==> src/rtl/host_bus_if_pkg.sv <==
`timescale 1ns/1ps
// host_bus_if_pkg: shared constants, default widths and FSM encoding
// for the host-bus to vram bridge.
package host_bus_if_pkg;

    localparam logic BUS_HOST_READ  = 1'b0;
    localparam logic BUS_HOST_WRITE = 1'b1;

    localparam int DEF_ADDR_W      = 11;
    localparam int DEF_DATA_W      = 8;
    localparam int DEF_VRAM_ADDR_W = 13;
    localparam int DEF_SYNC_STAGES = 2;

    typedef enum logic [2:0] {
        HB_IDLE,
        HB_WR_ISSUE,
        HB_RD_ISSUE,
        HB_RD_WAIT,
        HB_RD_HOLD,
        HB_RELEASE
    } hb_state_e;

    function automatic logic hb_is_issue(
        input hb_state_e s
    );
        return (s == HB_WR_ISSUE) ||
               (s == HB_RD_ISSUE);
    endfunction

endpackage

==> src/rtl/host_bus_if_if.sv <==
`timescale 1ns/1ps
// host_bus_if_if: host pins plus vram host port, seen from the bridge
// (slave) or from the board/model side (master).
interface host_bus_if_if #(
    parameter int ADDR_W      = host_bus_if_pkg::DEF_ADDR_W,
    parameter int DATA_W      = host_bus_if_pkg::DEF_DATA_W,
    parameter int VRAM_ADDR_W = host_bus_if_pkg::DEF_VRAM_ADDR_W
) ();

    localparam int BANK_W = VRAM_ADDR_W - ADDR_W;

    logic [ADDR_W-1:0]      hostBusAddr;
    logic [DATA_W-1:0]      hostBusDataIn;
    logic [DATA_W-1:0]      hostBusDataOut;
    logic                   hostBusDataOe;
    logic                   nHostRMEM;
    logic                   nHostWMEM;
    logic                   nHostVRAMEn;
    logic                   nHostBankRegEn;
    logic                   hostBusDir;

    logic [VRAM_ADDR_W-1:0] hostAddr;
    logic [DATA_W-1:0]      hostWrData;
    logic                   hostSelect;
    logic                   hostRd;
    logic [DATA_W-1:0]      hostRdData;

    logic [BANK_W-1:0]      bank;
    logic                   protoErr;

    modport slave (
        input  hostBusAddr,
        input  hostBusDataIn,
        input  nHostRMEM,
        input  nHostWMEM,
        input  nHostVRAMEn,
        input  nHostBankRegEn,
        input  hostRdData,
        output hostBusDataOut,
        output hostBusDataOe,
        output hostBusDir,
        output hostAddr,
        output hostWrData,
        output hostSelect,
        output hostRd,
        output bank,
        output protoErr
    );

    modport master (
        output hostBusAddr,
        output hostBusDataIn,
        output nHostRMEM,
        output nHostWMEM,
        output nHostVRAMEn,
        output nHostBankRegEn,
        output hostRdData,
        input  hostBusDataOut,
        input  hostBusDataOe,
        input  hostBusDir,
        input  hostAddr,
        input  hostWrData,
        input  hostSelect,
        input  hostRd,
        input  bank,
        input  protoErr
    );

endinterface

==> src/rtl/host_bus_if_sync_edge.sv <==
`timescale 1ns/1ps
// sync_edge: STAGES-deep synchroniser for an active-low async strobe,
// with registered one-cycle falling/rising edge pulses.
module sync_edge #(
    parameter int STAGES = 2
) (
    input  logic clk,
    input  logic rst_n,
    input  logic async_i,
    output logic sync_o,
    output logic fall_o,
    output logic rise_o
);

    logic [STAGES-1:0] sync_q;
    logic              prev_q;
    logic              fall_q;
    logic              rise_q;

    // Reset to 1 so a deasserted strobe never looks like an edge.
    always_ff @(posedge clk or negedge rst_n) begin
        if (!rst_n) begin
            sync_q <= '1;
            prev_q <= 1'b1;
            fall_q <= 1'b0;
            rise_q <= 1'b0;
        end else begin
            sync_q <= {sync_q[STAGES-2:0], async_i};
            prev_q <= sync_q[STAGES-1];
            fall_q <= prev_q & ~sync_q[STAGES-1];
            rise_q <= ~prev_q & sync_q[STAGES-1];
        end
    end

    assign sync_o = sync_q[STAGES-1];
    assign fall_o = fall_q;
    assign rise_o = rise_q;

endmodule

==> src/rtl/host_bus_if.sv <==
`timescale 1ns/1ps
// host_bus_if: synchronises host memory strobes into the dot-clock domain,
// keeps the bank register and issues single-cycle vram host-port accesses.
module host_bus_if
    import host_bus_if_pkg::*;
#(
    parameter int ADDR_W      = DEF_ADDR_W,
    parameter int DATA_W      = DEF_DATA_W,
    parameter int VRAM_ADDR_W = DEF_VRAM_ADDR_W,
    parameter int SYNC_STAGES = DEF_SYNC_STAGES
) (
    input  logic         clk,
    input  logic         nrst,
    host_bus_if_if.slave bus
);

    localparam int BANK_W = VRAM_ADDR_W - ADDR_W;

    if (BANK_W < 1) begin : g_bad_bank_lo
        $error("host_bus_if: VRAM_ADDR_W must exceed ADDR_W");
    end
    if (BANK_W > DATA_W) begin : g_bad_bank_hi
        $error("host_bus_if: bank wider than data bus");
    end
    if (SYNC_STAGES < 2) begin : g_bad_sync
        $error("host_bus_if: SYNC_STAGES must be >= 2");
    end

    logic r_lvl;
    logic r_fall;
    logic r_rise;
    logic w_lvl;
    logic w_fall;
    logic w_rise;

    sync_edge #(
        .STAGES (SYNC_STAGES)
    ) u_rsync (
        .clk    (clk),
        .rst_n  (nrst),
        .async_i(bus.nHostRMEM),
        .sync_o (r_lvl),
        .fall_o (r_fall),
        .rise_o (r_rise)
    );

    sync_edge #(
        .STAGES (SYNC_STAGES)
    ) u_wsync (
        .clk    (clk),
        .rst_n  (nrst),
        .async_i(bus.nHostWMEM),
        .sync_o (w_lvl),
        .fall_o (w_fall),
        .rise_o (w_rise)
    );

    hb_state_e              state_q;
    hb_state_e              state_d;
    logic                   vram_q;
    logic                   vram_d;
    logic [VRAM_ADDR_W-1:0] addr_q;
    logic [VRAM_ADDR_W-1:0] addr_d;
    logic [DATA_W-1:0]      wdat_q;
    logic [DATA_W-1:0]      wdat_d;
    logic [BANK_W-1:0]      bdat_q;
    logic [BANK_W-1:0]      bdat_d;
    logic [BANK_W-1:0]      bank_q;
    logic [BANK_W-1:0]      bank_d;
    logic [DATA_W-1:0]      rdat_q;
    logic [DATA_W-1:0]      rdat_d;
    logic                   perr_q;
    logic                   perr_d;

    logic vram_win;
    logic en_ok;
    logic any_fall;
    logic illegal;
    logic r_high;
    logic w_high;

    assign vram_win = ~bus.nHostVRAMEn;
    assign en_ok    = bus.nHostVRAMEn ^ bus.nHostBankRegEn;
    assign any_fall = w_fall | r_fall;
    assign illegal  = (w_fall & r_fall) |
                      (~w_lvl & ~r_lvl) |
                      ~en_ok;

    // A rise pulse counts as "released" even if the level sampled late.
    assign r_high = r_lvl | r_rise;
    assign w_high = w_lvl | w_rise;

    always_comb begin
        state_d = state_q;
        vram_d  = vram_q;
        addr_d  = addr_q;
        wdat_d  = wdat_q;
        bdat_d  = bdat_q;
        bank_d  = bank_q;
        rdat_d  = rdat_q;
        perr_d  = 1'b0;

        unique case (state_q)
            HB_IDLE: begin
                if (any_fall) begin
                    if (illegal) begin
                        perr_d  = 1'b1;
                        state_d = HB_RELEASE;
                    end else begin
                        vram_d = vram_win;
                        if (vram_win) begin
                            addr_d = {bank_q, bus.hostBusAddr};
                        end
                        if (w_fall) begin
                            state_d = HB_WR_ISSUE;
                            if (vram_win) begin
                                wdat_d = bus.hostBusDataIn;
                            end else begin
                                bdat_d = bus.hostBusDataIn[BANK_W-1:0];
                            end
                        end else begin
                            state_d = HB_RD_ISSUE;
                        end
                    end
                end
            end
            HB_WR_ISSUE: begin
                if (!vram_q) begin
                    bank_d = bdat_q;
                end
                state_d = HB_RELEASE;
            end
            HB_RD_ISSUE: begin
                state_d = HB_RD_WAIT;
            end
            HB_RD_WAIT: begin
                rdat_d  = vram_q ? bus.hostRdData
                                 : DATA_W'(bank_q);
                state_d = HB_RD_HOLD;
            end
            HB_RD_HOLD: begin
                if (r_high) begin
                    state_d = HB_IDLE;
                end
            end
            HB_RELEASE: begin
                if (w_high && r_high) begin
                    state_d = HB_IDLE;
                end
            end
            default: begin
                state_d = HB_IDLE;
            end
        endcase
    end

    always_ff @(posedge clk or negedge nrst) begin
        if (!nrst) begin
            state_q <= HB_IDLE;
            vram_q  <= 1'b0;
            addr_q  <= '0;
            wdat_q  <= '0;
            bdat_q  <= '0;
            bank_q  <= '0;
            rdat_q  <= '0;
            perr_q  <= 1'b0;
        end else begin
            state_q <= state_d;
            vram_q  <= vram_d;
            addr_q  <= addr_d;
            wdat_q  <= wdat_d;
            bdat_q  <= bdat_d;
            bank_q  <= bank_d;
            rdat_q  <= rdat_d;
            perr_q  <= perr_d;
        end
    end

    // Bus controls decode straight from state so reset releases the pad at once.
    assign bus.hostSelect     = vram_q & hb_is_issue(state_q);
    assign bus.hostRd         = (state_q != HB_WR_ISSUE);
    assign bus.hostAddr       = addr_q;
    assign bus.hostWrData     = wdat_q;
    assign bus.hostBusDataOut = rdat_q;
    assign bus.hostBusDataOe  = (state_q == HB_RD_HOLD);
    assign bus.hostBusDir     = (state_q == HB_RD_HOLD) ? BUS_HOST_READ
                                                        : BUS_HOST_WRITE;
    assign bus.bank           = bank_q;
    assign bus.protoErr       = perr_q;

endmodule

==> src/flat_wrapper.sv <==
// flat-port wrapper written by rule: the top's interface ports become plain ports
module host_bus_if_flat import host_bus_if_pkg::*;
#(
    parameter int ADDR_W      = DEF_ADDR_W,
    parameter int DATA_W      = DEF_DATA_W,
    parameter int VRAM_ADDR_W = DEF_VRAM_ADDR_W,
    parameter int SYNC_STAGES = DEF_SYNC_STAGES
)
  (clk, nrst, bus_hostBusAddr, bus_hostBusDataIn, bus_nHostRMEM, bus_nHostWMEM, bus_nHostVRAMEn, bus_nHostBankRegEn, bus_hostRdData, bus_hostBusDataOut, bus_hostBusDataOe, bus_hostBusDir, bus_hostAddr, bus_hostWrData, bus_hostSelect, bus_hostRd, bus_bank, bus_protoErr);
  host_bus_if_if #(.ADDR_W(ADDR_W), .DATA_W(DATA_W), .VRAM_ADDR_W(VRAM_ADDR_W)) bus_i ();
  input  logic clk;
  input  logic nrst;
  input wire logic [$bits(bus_i.hostBusAddr)-1:0] bus_hostBusAddr;
  input wire logic [$bits(bus_i.hostBusDataIn)-1:0] bus_hostBusDataIn;
  input wire logic [$bits(bus_i.nHostRMEM)-1:0] bus_nHostRMEM;
  input wire logic [$bits(bus_i.nHostWMEM)-1:0] bus_nHostWMEM;
  input wire logic [$bits(bus_i.nHostVRAMEn)-1:0] bus_nHostVRAMEn;
  input wire logic [$bits(bus_i.nHostBankRegEn)-1:0] bus_nHostBankRegEn;
  input wire logic [$bits(bus_i.hostRdData)-1:0] bus_hostRdData;
  output wire logic [$bits(bus_i.hostBusDataOut)-1:0] bus_hostBusDataOut;
  output wire logic [$bits(bus_i.hostBusDataOe)-1:0] bus_hostBusDataOe;
  output wire logic [$bits(bus_i.hostBusDir)-1:0] bus_hostBusDir;
  output wire logic [$bits(bus_i.hostAddr)-1:0] bus_hostAddr;
  output wire logic [$bits(bus_i.hostWrData)-1:0] bus_hostWrData;
  output wire logic [$bits(bus_i.hostSelect)-1:0] bus_hostSelect;
  output wire logic [$bits(bus_i.hostRd)-1:0] bus_hostRd;
  output wire logic [$bits(bus_i.bank)-1:0] bus_bank;
  output wire logic [$bits(bus_i.protoErr)-1:0] bus_protoErr;
  assign bus_i.hostBusAddr = bus_hostBusAddr;
  assign bus_i.hostBusDataIn = bus_hostBusDataIn;
  assign bus_i.nHostRMEM = bus_nHostRMEM;
  assign bus_i.nHostWMEM = bus_nHostWMEM;
  assign bus_i.nHostVRAMEn = bus_nHostVRAMEn;
  assign bus_i.nHostBankRegEn = bus_nHostBankRegEn;
  assign bus_i.hostRdData = bus_hostRdData;
  assign bus_hostBusDataOut = bus_i.hostBusDataOut;
  assign bus_hostBusDataOe = bus_i.hostBusDataOe;
  assign bus_hostBusDir = bus_i.hostBusDir;
  assign bus_hostAddr = bus_i.hostAddr;
  assign bus_hostWrData = bus_i.hostWrData;
  assign bus_hostSelect = bus_i.hostSelect;
  assign bus_hostRd = bus_i.hostRd;
  assign bus_bank = bus_i.bank;
  assign bus_protoErr = bus_i.protoErr;
  host_bus_if #(.ADDR_W(ADDR_W), .DATA_W(DATA_W), .VRAM_ADDR_W(VRAM_ADDR_W), .SYNC_STAGES(SYNC_STAGES)) u_core (.clk(clk), .nrst(nrst), .bus(bus_i));
endmodule
==> config.mk <==
export PLATFORM = sky130hd
export DESIGN_NAME = host_bus_if_flat
export DESIGN_NICKNAME = d
export VERILOG_FILES = /design/src/rtl/host_bus_if_pkg.sv /design/src/rtl/host_bus_if_if.sv /design/src/rtl/host_bus_if_sync_edge.sv /design/src/rtl/host_bus_if.sv /design/src/flat_wrapper.sv
export SDC_FILE = /design/constraint.sdc
export NUM_CORES = 1
export LEC_CHECK = 0
export CAP_MARGIN = 20
export CORE_UTILIZATION = 40
export DETAILED_ROUTE_END_ITERATION = 12
export GPL_TIMING_DRIVEN = 0
export HOLD_SLACK_MARGIN = 0.05
export PLACE_DENSITY = 0.83
export SLEW_MARGIN = 10
export SYNTH_ARGS = -nofsm -noshare
export SYNTH_HDL_FRONTEND = slang
export SYNTH_SLANG_ARGS = --single-unit
==> constraint.sdc <==
create_clock -name clk -period 2.4 [get_ports clk]
set_input_delay 0.48 -clock clk [delete_from_list [all_inputs] [get_ports clk]]
set_output_delay 0.48 -clock clk [all_outputs]
set_load 0.005 [all_outputs]
Word level (Yosys, flattened, before mapping)
Cells that the tools add are included.

storage, ports and cells
  flip-flop bits (word level) = 48
  bits in latches = 0
  bits in writable memories = 0
  ROM bits = 0
  input bits = 33
  memories = 0

cells by class
  add/subtract/negate cells = 0
  multiply operators = 0
  divide/modulo/power cells = 0
  magnitude comparators = 0
  equality and inequality tests = 9
  shift operators = 0
  muxes and demuxes = 11
  bitwise operators = 21
  reduce and logical (&&, ||, !) cells = 9

operators by type and width
  kind                count
  $pmux 3 s6          1
  $mux 3              4
  $reduce_and 5->1    2
  $mux 8              1
  $not 1->1           8
  $and 1x1->1         7
  $eq 3x2->1 const B  2
  $eq 3x3->1 const B  2
  $ne 2x1->1 const B  3
  $reduce_and 3->1    2
  $or 1x1->1          5
  $mux 1              4
  $reduce_and 4->1    1
  $eq 3x1->1 const B  1
  $logic_not 3->1     1
  $ne 3x1->1 const B  1
  $mux 2              1
  $reduce_and 2->1    1
  $logic_and 1x1->1   1
  $logic_or 1x1->1    1
  $xor 1x1->1         1

Logic depth before layout (Yosys ltp)
Gate-level depths: netlist of run 1.

  depth after elaboration = 7
  depth in mapped cells = 6

By module
From an unflattened synthesis of run 1, not the netlist that was laid out.

second synthesis, totals
  cell total of the unflattened synthesis = 141
  area, all modules = 1904.3 um2

by module, submodules not included
  module       instances  cells each  area each (um2)  seq. area each (um2)
  host_bus_if  1          127         1616.6           950.9
  sync_edge    2          7           143.9            128.9

Worst setup path after synthesis of run 1
No wires, ideal clock.

  path type = register to register
  from = register u_core.u_wsync.sync_q[1]
  to = register u_core.addr_q[0], in the netlist u_core.bus.hostAddr[0]
  library setup time = 0.125 ns
  data arrival time = 1.591 ns
  data required time = 2.275 ns
  path slack = 0.683 ns
  stages on the path, launching flop included = 6
  buffers on the path = 1
  period minus slack after synthesis = 1.717 ns
  path through = dfstp_2 nor2_2 or3b_4 nor2_4 buf_12 mux2_4

between the ends
  word-level cells in the longest chain between the ends = 6

ends and longest elaborated chain
  element                     line                         source
  start, declared             host_bus_if_sync_edge.sv:15  logic [STAGES-1:0] sync_q;
  start signal, assigned      host_bus_if_sync_edge.sv:28  sync_q <= {sync_q[STAGES-2:0], async_i};
  $not 1->1                   host_bus_if.sv:86            (~w_lvl & ~r_lvl) |
  $and 1x1->1                 host_bus_if.sv:86
  $or 1x1->1                  host_bus_if.sv:85            assign illegal = (w_fall & r_fall) |
  $or 1x1->1                  host_bus_if.sv:86
  $not 1->1 (no line)         --
  $reduce_and 4->1 (no line)  --
  end signal, assigned        host_bus_if.sv:170           addr_q <= addr_d;
  end, declared               host_bus_if.sv:62            logic [VRAM_ADDR_W-1:0] addr_q;

Every way passes these cells.
A chain may end at the register's enable or synchronous reset.

Final worst setup path of run 1
  from = register u_core.vram_q
  to = output bus_hostSelect

between the ends
  word-level cells in the longest chain between the ends = 1

ends and longest elaborated chain
  element                 line                source
  start, declared         host_bus_if.sv:60   logic vram_q;
  start signal, assigned  host_bus_if.sv:169  vram_q <= vram_d;
  $and 1x1->1             host_bus_if.sv:180  assign bus.hostSelect = vram_q & hb_is_issue(state_q);
  end, declared           flat_wrapper.sv:25  output wire logic [$bits(bus_i.hostSelect)-1:0] bus_hostSelect;

Every way passes these cells.

==> flow_summary.json, run 1 <==
{
  "path_class": "reg -> out",
  "root_buffer": "clkbuf_8",
  "status": "complete, no violations",
  "maxCapViolCount": 0,
  "pin_count": 69,
  "diodes": 0,
  "switchingPower_uw": 796,
  "dp_worst_setup_slack_ns": 0.154,
  "crit_start": "u_core.vram_q",
  "cts_tree": "built",
  "grt_start_max_net_pins": 33,
  "swShare": 0.259,
  "skew_ns": 0.00659,
  "rows": 25,
  "syn_avg_cell_area_um2": 13.6,
  "portBuffers": 68,
  "setup_violations": 0,
  "startpoint_type": "flip-flop",
  "clock_latency_ns": 0.29,
  "synthDistinctLibCells": 32,
  "grt_usage": 0.152,
  "num_vias": 1352,
  "synth_seq_cells": 48,
  "tightest_slew_ns": 0.448,
  "synth_nets": 177,
  "postSynthCellCount": 144,
  "htreeDepth": 2,
  "drt_iter0_markers": 40,
  "clock_power_share": 0.201,
  "layout-drive-gt1-share": 0.231,
  "final_cell_mix": "clkdlybuf4s50_1, dfrtp_1, nand2_1, mux2_2, o21ai_0",
  "hpwlAfterDp_um": 2730,
  "tns_ns": 0,
  "synthesis.area_um2": 1960,
  "grt_overflow": 0,
  "gp_congestion": 0.760,
  "cp-end-kind": "primary output",
  "synth_edf_count": 0,
  "coreArea_um2": 4720,
  "yosys_warnings": 0,
  "dieArea_um2": 5190,
  "irDropWorstVdd_mv": 0.573,
  "clock_path_buffers": 2,
  "routedWlPerCell_um": 12.5,
  "grt_pass1_vias": 1333,
  "slew_headroom": 0.701,
  "dr.pass1.iters": 4,
  "timing.rr.start": "u_core.u_wsync.sync_q[1]",
  "crit_fanout": 10,
  "avgViaCountPerCell": 4.69,
  "n_fill_cell": 379,
  "cp.arrival_ns": 1.72,
  "p_leak_uw": 0.00124,
  "period_minus_slack_ns": 2.20,
  "drcViolationCount": 0,
  "seq_power_share": 0.415,
  "ff2ff_setup_slack_ns": 0.59,
  "die_h_um": 72.1,
  "cts_hold_buf": 0,
  "start_util": 0.416,
  "fin_crit_sh": 0.918,
  "whs_ns": 0.100,
  "hold_violations": 0,
  "grt_pass1_wl_um": 5970,
  "rsz0062_at_grt": "false",
  "layout_commonest_cell": "clkdlybuf4s50_1",
  "internal_power_uw": 2270,
  "worst_slack_ns": 0.196,
  "antenna_found_initial": 0,
  "max_freq_mhz": 454,
  "die_x_um": 72.1,
  "p_comb_frac": 0.384,
  "syn2layout_area_growth_pct": 46.1,
  "path_clk_slew_ns": 0.09,
  "routed_wl_um": 3600,
  "synth_seq_area_share": 0.616,
  "cts_setup_buffers": 0,
  "cts.repair.resized": 0,
  "holdCritPathClass": "in -> async",
  "final_antenna_net_count": 0,
  "worstPathRequired_ns": 1.92,
  "fin_nets": 253,
  "async_flop_share": 1.00,
  "synth_ff_type": "dfrtp_1",
  "report.final.slew_viol_count": 0,
  "powerDensity_nw_per_um2": 1070,
  "numCtsBuffers": 5,
  "cts_sinks": 48
}
[critical path, cell delays in order, from the launching register on]
cell and delay, ns:
dfrtp_1 0.34, clkbuf_1 0.37, and3_1 0.22, clkdlybuf4s50_1 0.50
[cells by family after synthesis]
kind of cell	Yosys count	synth area share
xor gates and xnor gates	2	0.00892
buffers and inverters	9	0.0268
AOI/OAI and AO/OA	22	0.0676
and+or+nand+nor	36	0.108
DFF	48	0.616
muxes	27	0.173
[power groups by stage]
stage          clock (uW)  combinational (uW)  sequential [uW]
2_1_floorplan           0                 479             1290
3_3_place_gp            0                1170             1270
3_5_place_dp            0                1190             1290
4_1_cts               636                1200             1280
5_1_grt               673                1290             1310
6_report              617                1180             1270
[per-stage QoR]
step	utilization	cells	total power (uW)	cell area [um2]
finish	0.607	288	3070	2870
global route	0.607	288	3270	2870
CTS	0.607	288	3110	2870
detailed placement	0.581	280	2490	2740
global placement	0.577	279	2440	2730
floorplan	-	144	1770	1960
[layer usage]
metal,global-route usage,part of all wire,vias up
li1,-,-,649
met1,0.195,0.45,647
met2,0.241,0.47,52
met3,0.0542,0.073,4
met4,0.0523,0.0083,0
met5,0,0,-
[registers in the layout, summed over array words and instances, names as in the netlist, 2 cells and up]
name	flops
u_core.bdat_q	2
u_core.bus.bank	2
u_core.bus.hostAddr	13
u_core.bus.hostBusDataOut	8
u_core.bus.hostWrData	8
u_core.state_q	3
u_core.u_rsync.sync_q	2
u_core.u_wsync.sync_q	2
[cell usage after synthesis, types with 2 or more instances]
library cell | instances | area [um2]
a211oi_1 | 2 | 15.0
mux2i_1 | 2 | 20.0
inv_1 | 4 | 15.0
nor2_1 | 3 | 11.3
dfstp_2 | 6 | 158
nand2_1 | 15 | 56.3
nor2b_1 | 4 | 25.0
clkbuf_1 | 2 | 7.51
o21ai_0 | 13 | 65.1
buf_2 | 2 | 10.0
and2b_1 | 2 | 15.0
nand3_1 | 2 | 10.0
mux2_4 | 10 | 150
xor2_1 | 2 | 17.5
nor2_4 | 2 | 22.5
mux2_2 | 15 | 169
o31ai_1 | 2 | 15.0
dfrtp_1 | 42 | 1050
[worst paths after layout]
| path | endpoint | cells past startpoint |
|---|---|---|
| setup / recovery | bus_hostSelect | 3 |
| hold / removal | u_core.bus.hostAddr[6] | 1 |
| setup reg to reg | u_core.bus.hostAddr[1] | 5 |
| hold reg to reg | u_core.u_wsync.sync_q[1] | 0 |
| max in group asynchronous | u_core.u_rsync.prev_q | 2 |
| min in group clk | u_core.u_wsync.sync_q[1] | 0 |
[area by class of cell]
type,instances,area [um2],share of cell area
flip-flops and latches,48,1210,0.421
multi-input cells,87,702,0.245
repair buffers,69,696,0.242
clock buffers,7,96.3,0.0336
well taps,67,83.8,0.0292
plain buffers,5,37.5,0.0131
clock inverters,1,30.0,0.0105
inverters,4,15.0,0.00523
(Power assumes the default switching activity.)
==> inputs of run 2 (changes only) <==
--- a/config.mk
+++ b/config.mk
@@ -5,13 +5,14 @@
 export SDC_FILE = /design/constraint.sdc
 export NUM_CORES = 1
 export LEC_CHECK = 0
+export ABC_CLOCK_PERIOD_IN_PS = 2400
 export CAP_MARGIN = 20
 export CORE_UTILIZATION = 40
 export DETAILED_ROUTE_END_ITERATION = 12
 export GPL_TIMING_DRIVEN = 0
 export HOLD_SLACK_MARGIN = 0.05
 export PLACE_DENSITY = 0.83
-export SLEW_MARGIN = 10
+export SLEW_MARGIN = 20
 export SYNTH_ARGS = -nofsm -noshare
 export SYNTH_HDL_FRONTEND = slang
 export SYNTH_SLANG_ARGS = --single-unit
==> results of run 2 <==
Same layout as run 1: the final DEF is identical, and so are final timing and power.
==> inputs of run 3 (changes only) <==
--- a/config.mk
+++ b/config.mk
@@ -10,7 +10,7 @@
 export CORE_UTILIZATION = 40
 export DETAILED_ROUTE_END_ITERATION = 12
 export GPL_TIMING_DRIVEN = 0
-export HOLD_SLACK_MARGIN = 0.05
+export HOLD_SLACK_MARGIN = 0.12
 export PLACE_DENSITY = 0.83
 export SLEW_MARGIN = 20
 export SYNTH_ARGS = -nofsm -noshare
==> flow_summary.json, run 3 (same netlist as run 1, synthesis figures left out) <==
{
  "status": "complete, no violations",
  "die_x_um": 72.1,
  "grt_usage": 0.153,
  "clock_path_buffers": 2,
  "cp.arrival_ns": 1.72,
  "avgViaCountPerCell": 4.70,
  "root_buffer": "clkbuf_8",
  "hold_violations": 0,
  "cts.repair.resized": 0,
  "startpoint_type": "flip-flop",
  "drt_iter0_markers": 43,
  "rows": 25,
  "crit_fanout": 10,
  "grt_pass1_vias": 1339,
  "start_util": 0.416,
  "diodes": 0,
  "total_power_uw": 3070,
  "fin_util": 0.610,
  "num_vias": 1358,
  "htreeDepth": 2,
  "period_minus_slack_ns": 2.20,
  "worstPathRequired_ns": 1.92,
  "routed_wl_um": 3610,
  "dp_cells": 280,
  "p_leak_uw": 0.00124,
  "ff2ff_setup_slack_ns": 0.59,
  "path_clk_slew_ns": 0.08,
  "cp-end-kind": "primary output",
  "cts_sinks": 48,
  "coreArea_um2": 4720,
  "switchingPower_uw": 796,
  "drcViolationCount": 0,
  "routedWlPerCell_um": 12.5,
  "crit_start": "u_core.vram_q",
  "max_freq_mhz": 454,
  "skew_ns": 0.00660,
  "irDropWorstVdd_mv": 0.573,
  "pin_count": 69,
  "seq_power_share": 0.415,
  "holdCritPathClass": "reg -> reg",
  "fin_nets": 254,
  "internal_power_uw": 2280,
  "final_area_um2": 2880,
  "antenna_found_initial": 0,
  "cts_setup_buffers": 0,
  "stdcell_count": 289,
  "largest_reg_flops": 13,
  "placed_cell_area_um2": 2740,
  "p_comb_frac": 0.384,
  "n_fill_cell": 382,
  "cts_tree": "built",
  "worst_slack_ns": 0.197,
  "layout-drive-gt1-share": 0.230,
  "grt_start_max_net_pins": 33,
  "slew_headroom": 0.702,
  "report.final.slew_viol_count": 0,
  "powerDensity_nw_per_um2": 1070,
  "dp_worst_setup_slack_ns": 0.154,
  "numCtsBuffers": 5,
  "grt_overflow": 0,
  "timing.rr.start": "u_core.u_wsync.sync_q[1]",
  "tightest_slew_ns": 0.448,
  "maxCapViolCount": 0,
  "grt_pass1_wl_um": 5990,
  "layout_commonest_cell": "clkdlybuf4s50_1",
  "swShare": 0.259,
  "portBuffers": 68,
  "fin_crit_sh": 0.918,
  "clock_latency_ns": 0.29,
  "hold_start": "u_core.u_wsync.sync_q[0]",
  "final_cell_mix": "clkdlybuf4s50_1, dfrtp_1, nand2_1, mux2_2, o21ai_0",
  "cts_hold_buf": 1,
  "clock_power_share": 0.201,
  "rsz0062_at_grt": "false",
  "dr.pass1.iters": 4,
  "dieArea_um2": 5190,
  "final_antenna_net_count": 0,
  "gp_congestion": 0.760,
  "setup_violations": 0,
  "path_class": "reg -> out",
  "die_h_um": 72.1,
  "syn2layout_area_growth_pct": 46.7,
  "hpwlAfterDp_um": 2730
}
[run 3: cell types whose count changed in the layout (fill, tap and decap cells not counted)]
cell           delta
dlygate4sd3_1     +1
[run 3: final cells by class]
class | instances | area (um2) | share of cell area
Sequential cell | 48 | 1210 | 0.420
Inverter | 4 | 15.0 | 0.00522
Tap cell | 67 | 83.8 | 0.0291
Clock inverter | 1 | 30.0 | 0.0104
Timing Repair Buffer | 70 | 706 | 0.245
Buffer | 5 | 37.5 | 0.0130
Clock buffer | 7 | 96.3 | 0.0335
Multi-Input combinational cell | 87 | 702 | 0.244
[run 3: metal layers]
metal,vias to the layer above,global-route usage,routed length (um)
li1,651,-,-
met1,651,0.195,1600
met2,52,0.243,1720
met3,4,0.0542,262
met4,0,0.0523,30
met5,-,0,0
[run 3: worst paths after layout]
kind | to | cells past startpoint
setup / recovery | bus_hostSelect | 3
hold / removal | u_core.u_wsync.sync_q[1] | 0
setup reg to reg | u_core.bus.hostAddr[1] | 5
hold reg to reg | u_core.u_wsync.sync_q[1] | 0
max in group asynchronous | u_core.u_rsync.prev_q | 3
min in group asynchronous | u_core.bus.hostAddr[6] | 2
[run 3: power groups by stage]
| stage | logic [uW] | clock network, uW | registers [uW] |
|---|---|---|---|
| 6_report | 1180 | 617 | 1270 |
| 3_5_place_dp | 1190 | 0 | 1290 |
| 5_1_grt | 1290 | 673 | 1310 |
| 3_3_place_gp | 1170 | 0 | 1270 |
| 4_1_cts | 1200 | 636 | 1280 |
| 2_1_floorplan | 479 | 0 | 1290 |
[run 3: per-stage QoR]
stage	setup TNS (ns)	hold slack, ns
final	0	0.360
after global routing	0	0.365
after CTS	0	0.362
after detailed placement	0	0.349
after global placement	-18.57	0.346
after floorplan	0	0.184
[run 3: critical path, cell delays in order (launching register included)]
cell	delay (ns)
dfrtp_1	0.34
clkbuf_1	0.37
and3_1	0.22
clkdlybuf4s50_1	0.50
